--- config.mk ---
export PLATFORM = sky130hd
export DESIGN_NAME = tri_bbox_seq
export DESIGN_NICKNAME = d
export VERILOG_FILES = /design/src/rtl/tri_bbox_seq_pkg.sv /design/src/rtl/tri_bbox_seq_min3_sel.sv /design/src/rtl/tri_bbox_seq.sv
export SDC_FILE = /design/constraint.sdc
export NUM_CORES = 2
export LEC_CHECK = 0
export ABC_AREA = 1
export BUFFER_PORTS_ARGS = -buffer_cell sky130_fd_sc_hd__buf_4
export CAP_MARGIN = 20
export CORE_ASPECT_RATIO = 1.1
export CORE_MARGIN = 1
export CORE_UTILIZATION = 55
export CTS_BUF_LIST = sky130_fd_sc_hd__clkbuf_2 sky130_fd_sc_hd__clkbuf_4 sky130_fd_sc_hd__clkbuf_8
export CTS_CLUSTER_DIAMETER = 120
export DETAILED_ROUTE_END_ITERATION = 7
export PLACE_DENSITY = 0.9
export SYNTH_ARGS = -nofsm -noshare
export SYNTH_HDL_FRONTEND = slang
export SYNTH_SLANG_ARGS = --single-unit
--- constraint.sdc ---
create_clock -name clk -period 21 [get_ports clk]
set_clock_uncertainty 0.15 [all_clocks]
set_input_delay 4.2 -clock clk [delete_from_list [all_inputs] [get_ports clk]]
set_output_delay 4.2 -clock clk [all_outputs]
set_load 0.05 [all_outputs]
--- src/rtl/tri_bbox_seq_pkg.sv ---
// Shared definitions for the triangle bounding-box sequencer:
// datapath width, axis tags and the FSM state encoding.
package tri_bbox_seq_pkg;

    localparam int W = 32;

    localparam logic TAG_X = 1'b0;
    localparam logic TAG_Y = 1'b1;

    typedef enum logic [2:0] {
        ST_IDLE  = 3'd0,
        ST_SUB_X = 3'd1,
        ST_CMP_X = 3'd2,
        ST_SUB_Y = 3'd3,
        ST_CMP_Y = 3'd4,
        ST_DONE  = 3'd5
    } state_t;

endpackage

--- src/rtl/tri_bbox_seq_min3_sel.sv ---
// Combinational three-way min/max selector shared by the x and y passes.
// Ordering comes from the sign bit of the precomputed pairwise differences
// (a<b iff (a-b) is negative); the zero test on each difference makes tie
// handling deterministic. Offsets are taken from the selected minimum and
// carry the axis tag in the top bit.
module min3_sel
    import tri_bbox_seq_pkg::*;
(
    input  logic [W-1:0] p1,
    input  logic [W-1:0] p2,
    input  logic [W-1:0] p3,
    input  logic [W-1:0] d12,
    input  logic [W-1:0] d23,
    input  logic [W-1:0] d31,
    input  logic         tag,
    output logic [W-1:0] min,
    output logic [W-1:0] max,
    output logic [W-1:0] o1,
    output logic [W-1:0] o2,
    output logic [W-1:0] o3
);

    logic lt12, lt23, lt31;
    logic le12, le23, le31;
    logic [W-2:0] f1, f2, f3;

    // Pairwise order flags, then pick the extreme vertices and form offsets.
    always_comb begin
        lt12 = d12[W-1];
        lt23 = d23[W-1];
        lt31 = d31[W-1];
        le12 = lt12 | (d12 == '0);
        le23 = lt23 | (d23 == '0);
        le31 = lt31 | (d31 == '0);

        if (le12 && !lt31)
            min = p1;
        else if (le23)
            min = p2;
        else
            min = p3;

        if (!lt12 && le31)
            max = p1;
        else if (!lt23)
            max = p2;
        else
            max = p3;

        f1 = p1[W-2:0] - min[W-2:0];
        f2 = p2[W-2:0] - min[W-2:0];
        f3 = p3[W-2:0] - min[W-2:0];
        o1 = {tag, f1};
        o2 = {tag, f2};
        o3 = {tag, f3};
    end

endmodule

--- src/rtl/tri_bbox_seq.sv ---
// Triangle bounding-box setup sequencer. Accepts one triangle per handshake,
// runs an x pass then a y pass through a single shared subtractor triple and
// min3_sel selector, and presents the box plus tagged per-vertex offsets.
// Optional build macro: TRI_BBOX_DEGEN_EN adds the zero-extent 'degen' flag;
// without it 'degen' is tied low and the compare logic is not built.
module tri_bbox_seq
    import tri_bbox_seq_pkg::*;
(
    input  logic         clk,
    input  logic         rst,
    input  logic         in_valid,
    output logic         in_ready,
    input  logic [W-1:0] x1,
    input  logic [W-1:0] x2,
    input  logic [W-1:0] x3,
    input  logic [W-1:0] y1,
    input  logic [W-1:0] y2,
    input  logic [W-1:0] y3,
    input  logic         cancel,
    output logic         out_valid,
    input  logic         out_ready,
    output logic [W-1:0] min_x,
    output logic [W-1:0] max_x,
    output logic [W-1:0] min_y,
    output logic [W-1:0] max_y,
    output logic [W-1:0] ox1,
    output logic [W-1:0] ox2,
    output logic [W-1:0] ox3,
    output logic [W-1:0] oy1,
    output logic [W-1:0] oy2,
    output logic [W-1:0] oy3,
    output logic         degen
);

    state_t state, next_state;

    logic [W-1:0] x1_r, x2_r, x3_r, y1_r, y2_r, y3_r;
    logic [W-1:0] d12_r, d23_r, d31_r;
    logic [W-1:0] p1, p2, p3;
    logic         pass_y;
    logic [W-1:0] sel_min, sel_max, sel_o1, sel_o2, sel_o3;

    // State register.
    always_ff @(posedge clk or posedge rst) begin
        if (rst)
            state <= ST_IDLE;
        else
            state <= next_state;
    end

    // Next-state sequencing; cancel aborts any in-flight triangle.
    always_comb begin
        next_state = state;
        case (state)
            ST_IDLE:  if (in_valid) next_state = ST_SUB_X;
            ST_SUB_X: next_state = ST_CMP_X;
            ST_CMP_X: next_state = ST_SUB_Y;
            ST_SUB_Y: next_state = ST_CMP_Y;
            ST_CMP_Y: next_state = ST_DONE;
            ST_DONE:  if (out_ready) next_state = ST_IDLE;
            default:  next_state = ST_IDLE;
        endcase
        if (cancel && (state != ST_IDLE))
            next_state = ST_IDLE;
    end

    // Handshake outputs decoded from the state register only.
    always_comb begin
        in_ready  = (state == ST_IDLE);
        out_valid = (state == ST_DONE);
    end

    // Route the active axis onto the shared subtractors and selector.
    always_comb begin
        pass_y = (state == ST_SUB_Y) || (state == ST_CMP_Y);
        p1 = pass_y ? y1_r : x1_r;
        p2 = pass_y ? y2_r : x2_r;
        p3 = pass_y ? y3_r : x3_r;
    end

    // Capture the six coordinates on accept.
    always_ff @(posedge clk or posedge rst) begin
        if (rst) begin
            x1_r <= '0; x2_r <= '0; x3_r <= '0;
            y1_r <= '0; y2_r <= '0; y3_r <= '0;
        end else if ((state == ST_IDLE) && in_valid) begin
            x1_r <= x1; x2_r <= x2; x3_r <= x3;
            y1_r <= y1; y2_r <= y2; y3_r <= y3;
        end
    end

    // Shared subtractor triple, registered during either SUB state.
    always_ff @(posedge clk or posedge rst) begin
        if (rst) begin
            d12_r <= '0;
            d23_r <= '0;
            d31_r <= '0;
        end else if ((state == ST_SUB_X) || (state == ST_SUB_Y)) begin
            d12_r <= p1 - p2;
            d23_r <= p2 - p3;
            d31_r <= p3 - p1;
        end
    end

    min3_sel u_sel (
        .p1  (p1),
        .p2  (p2),
        .p3  (p3),
        .d12 (d12_r),
        .d23 (d23_r),
        .d31 (d31_r),
        .tag (pass_y ? TAG_Y : TAG_X),
        .min (sel_min),
        .max (sel_max),
        .o1  (sel_o1),
        .o2  (sel_o2),
        .o3  (sel_o3)
    );

    // Result registers; a cancelled pass leaves the previous results intact.
    always_ff @(posedge clk or posedge rst) begin
        if (rst) begin
            min_x <= '0; max_x <= '0; ox1 <= '0; ox2 <= '0; ox3 <= '0;
            min_y <= '0; max_y <= '0; oy1 <= '0; oy2 <= '0; oy3 <= '0;
        end else if (!cancel) begin
            if (state == ST_CMP_X) begin
                min_x <= sel_min;
                max_x <= sel_max;
                ox1   <= sel_o1;
                ox2   <= sel_o2;
                ox3   <= sel_o3;
            end
            if (state == ST_CMP_Y) begin
                min_y <= sel_min;
                max_y <= sel_max;
                oy1   <= sel_o1;
                oy2   <= sel_o2;
                oy3   <= sel_o3;
            end
        end
    end

`ifdef TRI_BBOX_DEGEN_EN
    // Flag a zero-width or zero-height box alongside the y results.
    always_ff @(posedge clk or posedge rst) begin
        if (rst)
            degen <= 1'b0;
        else if ((state == ST_CMP_Y) && !cancel)
            degen <= (min_x == max_x) || (sel_min == sel_max);
    end
`else
    assign degen = 1'b0;
`endif

endmodule

## After elaboration in Yosys (flattened, before gate mapping)

Index checks and enable logic that the tools add are counted.

| word-level totals | value |
|---|---|
| register bits after elaboration | 611 |
| bits of input ports | 197 |
| output and inout bits | 323 |
| logic and storage cells | 65 |

| operators by class | value |
|---|---|
| add/subtract/negate cells | 6 |
| equal/unequal tests | 7 |
| muxes and demuxes | 12 |
| bitwise logic cells | 4 |
| reductions and logical operators | 16 |

Operator list:

| operator | number |
|---|---|
| 2-to-1 mux 32 bit | 7 |
| zero test 32 bit | 3 |
| subtractor 32 bit | 3 |
| subtractor 31 bit | 3 |
| case mux 3 bit (6 select lines) | 1 |
| 2-to-1 mux 3 bit | 3 |
| equality test 3 x 2 -> 1 bit, second input constant | 2 |
| equality test 3 bit, second input constant | 2 |
| AND reduction 2 bit | 3 |
| logical AND 1 bit | 4 |
| equality test 3 x 1 -> 1 bit, second input constant | 1 |
| zero test 3 bit | 1 |
| != test 3 x 1 -> 1 bit, second input constant | 1 |
| != test 3 x 2 -> 1 bit, second input constant | 1 |
| OR 1 bit | 3 |
| nonzero test 3 bit | 1 |
| zero test 1 bit | 2 |
| logical OR 1 bit | 2 |
| 2-to-1 mux 1 bit | 1 |
| inverter 1 bit | 1 |

## Longest topological paths before layout

| depth | value |
|---|---|
| depth after elaboration | 6 |
| mapped depth | 29 |
| depth with buffers taken out | 26 |

## Cells and area by module

Synthesis repeated with hierarchy kept, for this count alone.

| second synthesis, totals | value |
|---|---|
| cells, all modules | 6253 |
| area, all modules | 41418.5 um^2 |

By module, submodules not included:

| module | times used | cells an instance | area an instance (um^2) | sequential area each (um^2) |
|---|---|---|---|---|
| tri_bbox_seq | 1 | 4138 | 31755.5 | 15289.7 |
| min3_sel | 1 | 2115 | 9663.0 | 0.0 |

## Worst setup path after synthesis

Ideal clock, no wire load.

| path | value |
|---|---|
| path kind | flip-flop to output port |
| start | register state[0] |
| end | output port out_valid |
| arrival time | 1.618 ns |
| required time | 16.650 ns |
| setup slack | 15.032 ns |
| stages on the path, launching flop included | 3 |
| buffers on the path | 0 |
| path through | dfrtp_1 -> inv_1 -> nor3_1 |

| on the way | value |
|---|---|
| word-level cells in the longest chain between the ends | 1 |

RTL lines:

| what | line | RTL |
|---|---|---|
| from (decl) | tri_bbox_seq.sv:35 | `state_t state, next_state;` |
| from (signal assigned) | tri_bbox_seq.sv:48 | `state <= next_state;` |
| equality test 3 bit | tri_bbox_seq.sv:70 | `out_valid = (state == ST_DONE);` |
| to (decl) | tri_bbox_seq.sv:20 | `output logic out_valid,` |

Every way passes these cells.

## Final worst setup path

| path | value |
|---|---|
| start | input port in_valid |
| end | register y1_r[5] |

| on the way | value |
|---|---|
| word-level cells in the longest chain between the ends | 1 |

RTL lines:

| what | line | RTL |
|---|---|---|
| from (decl) | tri_bbox_seq.sv:11 | `input logic in_valid,` |
| logical AND 1 bit | tri_bbox_seq.sv:86 | `end else if ((state == ST_IDLE) && in_valid) begin` |
| to (signal assigned) | tri_bbox_seq.sv:88 | `y1_r <= y1; y2_r <= y2; y3_r <= y3;` |
| to (decl) | tri_bbox_seq.sv:37 | `logic [W-1:0] x1_r, x2_r, x3_r, y1_r, y2_r, y3_r;` |

Every way passes these cells.
A chain may end at the register's enable or synchronous reset.

==> impl_metrics.env <==
export IMPL_cts_max_level=3
export IMPL_r2r_slack_ps=14730
export IMPL_cpMostUsedCell="buf_4"
export IMPL_period_minus_slack_ps=6720
export IMPL_die_x_um=251
export IMPL_cts_resized=0
export IMPL_endpoint_kind="flop"
export IMPL_die_area_um2=69300
export IMPL_r2r_end="d23_r[24]$_DFFE_PP0P_"
export IMPL_cts_tree="built"
export IMPL_clk_pin_slew_ps=60
export IMPL_yosys_top_cells_area="dfrtp_1 40%, nand2_1 16%, nand3_1 5.0%"
export IMPL_drc_errors=0
export IMPL_yosys_warnings=0
export IMPL_setup_worst_path_start="in_valid"
export IMPL_synth_cell_type_count=58
export IMPL_drtIter0Drc=4309
export IMPL_synthFlopType="dfrtp_1"
export IMPL_hold_violations=0
export IMPL_dp_hpwl_um=116000
export IMPL_ys_seq_area_share_pct=40.5
export IMPL_place_gp_congestion=1.06
export IMPL_place_area_um2=42000
export IMPL_overflow=0
export IMPL_antenna_found_initial=7
export IMPL_grt_start_max_net_pins=173
export IMPL_reg2reg_from="state[1]$_DFFE_PP0P_"
export IMPL_post_synth_cell_area_avg_um2=7.52
export IMPL_synth_seq_cells=607
export IMPL_postCtsHoldBufs=0
export IMPL_grt_pass1_wl_um=215000
export IMPL_worstPathCellList="buf_4, nand2_4, buf_4, buf_4, mux2_2"
export IMPL_ctsRootBufferMaster="clkbuf_8"
export IMPL_synth_fp_nets=5312
export IMPL_grt_total_usage_pct=41.7
export IMPL_drv_slew=0
export IMPL_portBuffers=518
export IMPL_synth_top_area_cell="dfrtp_1"
export IMPL_synth_most_common_cell="nand2_1"
export IMPL_initial_utilization_pct=55.6
export IMPL_slowest_stage="buf_4"
export IMPL_ant_nets=0
export IMPL_grt_setup_unrepaired="no"
export IMPL_final_nets=5798
export IMPL_period_share_pct=32.0
export IMPL_async_flop_share_pct=100
export IMPL_cts_sinks=607
export IMPL_post_cts_buffers=0
export IMPL_setup_violations=0
export IMPL_hold_ws_ps=332
export IMPL_ff2ff_path_depth=23
export IMPL_clockBufferDepth=3
export IMPL_drt_first_pass_iters=7
export IMPL_setup_tns_ps=0
export IMPL_worst_pin_slew_ps=1230
export IMPL_slew_limit_headroom_pct=17.8
export IMPL_syn_inst=4992
export IMPL_die_h_um=276
export IMPL_synthTopCellsByCount="1,563 x nand2_1, 607 x dfrtp_1, 445 x inv_1"
export IMPL_cp_max_fo=99
export IMPL_synth_edff_count=0
export IMPL_cp_start_kind="primary input"
export IMPL_nFillCells=5703
export IMPL_core_area_um2=67600
export IMPL_postLayoutCellArea_um2=44100
export IMPL_clock_latency_ps=740
export IMPL_via_count=38029
export IMPL_synth_top_area_share_pct=40.5
export IMPL_grt_pass1_vias=35836
export IMPL_outcome="finished, final reports clean"
export IMPL_cp_endpoint="y1_r[5]$_DFFE_PP0P_"
export IMPL_fmax_mhz=149
export IMPL_placementRows=100
export IMPL_cap_violations=0
export IMPL_critPathKind="primary input to flop"
export IMPL_drive_above_1_share_pct=21.6
export IMPL_drt_wl_total_um=148000
export IMPL_ios=520
export IMPL_area_growth_pct=17.6
export IMPL_critPathMaxStageDelay_ps=910
export IMPL_critPathArrivalTime_ps=7160
export IMPL_cts_buffers=95
export IMPL_syn_area_um2=37500
export IMPL_vias_per_cell=5.93
export IMPL_required_ps=21440
export IMPL_avgRoutedWirePerCell_um=23.1
export IMPL_worstHoldPathType="flop to flop"
-- area by class of cell --
class | instances | area (um^2) | area share [%]
Multi-Input combinational cell | 3715 | 19700 | 44.6
Sequential cell | 607 | 15200 | 34.4
Timing Repair Buffer | 568 | 4310 | 9.76
Inverter | 491 | 1850 | 4.20
Clock buffer | 144 | 1830 | 4.15
Tap cell | 867 | 1080 | 2.46
Clock inverter | 20 | 189 | 0.428
Antenna cell | 4 | 10.0 | 0.0227
-- per-stage QoR --
| step | util (%) | setup WS, ps | cells |
|---|---|---|---|
| after floorplan | - | 8370 | 4992 |
| after global placement | 62.2 | 13410 | 6244 |
| after detailed placement | 62.2 | 13330 | 6244 |
| after CTS | 65.2 | 14090 | 6408 |
| after global routing | 65.3 | 14020 | 6413 |
| final | 65.3 | 14280 | 6416 |
-- flip-flops by register name, summed over array words and instances (netlist names), 32 cells and up --
name,flops
min_x,32
y2_r,32
max_y,32
y1_r,32
x1_r,32
d23_r,32
y3_r,32
x2_r,32
ox1,32
d12_r,32
x3_r,32
oy1,32
d31_r,32
max_x,32
min_y,32
-- logic make-up (layout without fill, tap and decap cells) --
family,Yosys count,count (layout),share of synthesized area [%]
AO/OA/AOI/OAI,832,832,12.7
XOR/XNOR,69,69,1.61
adder cells (fa/ha/maj),123,123,4.16
buffers and inverters,670,1223,7.25
flip-flops,607,607,40.5
multiplexers,155,155,4.65
other,1,5,0.00999
AND/OR/NAND/NOR,2535,2535,29.2
-- worst min-delay path by stage --
| stage | startpoint | endpoint | slack, ps | cells past startpoint |
|---|---|---|---|---|
| finish | oy2[20]$_DFFE_PP0P_ | oy2[20]$_DFFE_PP0P_ | 330 | 2 |
| global route | oy2[2]$_DFFE_PP0P_ | oy2[2]$_DFFE_PP0P_ | 350 | 2 |
| CTS | d12_r[25]$_DFFE_PP0P_ | d12_r[25]$_DFFE_PP0P_ | 330 | 2 |
| detailed placement | ox2[27]$_DFFE_PP0P_ | ox2[27]$_DFFE_PP0P_ | 320 | 2 |
| global placement | d12_r[25]$_DFFE_PP0P_ | d12_r[25]$_DFFE_PP0P_ | 310 | 2 |
| floorplan | d31_r[24]$_DFFE_PP0P_ | d31_r[24]$_DFFE_PP0P_ | 300 | 2 |
-- critical path: cells and delay by family --
family	cells	cell delay, ps
buffers and inverters	3	1720
muxes	1	430
and+or+nand+nor	1	700
-- metal layers --
metal  vias up  wire length (um)  GRT usage, %
met3       474             15100          8.37
met5         -                 0             0
met4         0              9210          24.4
met1     17975             57100          53.1
met2      2311             66600          66.4
li1      17269                 -             -
-- placed cells by master (no fill, tap or decap), types with 5 or more instances in the layout --
| cell | synthesis | layout |
|---|---|---|
| mux2_2 | 154 | 154 |
| dfrtp_1 | 607 | 606 |
| inv_1 | 445 | 442 |
| o21a_1 | 16 | 16 |
| o31ai_1 | 8 | 8 |
| nor2_1 | 281 | 280 |
| xor2_1 | 55 | 55 |
| clkbuf_8 | 0 | 120 |
| nand4_1 | 41 | 41 |
| nor3_1 | 31 | 30 |
| a21oi_1 | 212 | 212 |
| clkinvlp_4 | 0 | 5 |
| o21bai_1 | 23 | 23 |
| o211ai_1 | 34 | 34 |
| o21ai_1 | 29 | 39 |
| o21ai_0 | 378 | 368 |
| nand2_4 | 4 | 5 |
| buf_4 | 5 | 563 |
| or2_2 | 68 | 68 |
| nor3_2 | 6 | 7 |
| nor4_1 | 13 | 13 |
| nor2_2 | 30 | 30 |
| and2_1 | 8 | 8 |
| nand3b_1 | 11 | 11 |
| o21ai_2 | 48 | 48 |
| a21o_1 | 9 | 9 |
| xnor2_1 | 14 | 14 |
| nand3_2 | 25 | 25 |
| nand3_1 | 378 | 377 |
| a21boi_0 | 6 | 6 |
| clkinv_2 | 0 | 12 |
| clkbuf_4 | 0 | 26 |
| ha_1 | 120 | 120 |
| a31oi_1 | 41 | 41 |
| inv_2 | 44 | 44 |
| nor2_4 | 9 | 10 |
| o221ai_1 | 5 | 5 |
| nand2_1 | 1563 | 1561 |
| nand2_2 | 59 | 60 |
Power is left out: the tool's default activity adds up to more than one toggle a clock period on the data nets, which glitch-free logic cannot reach.
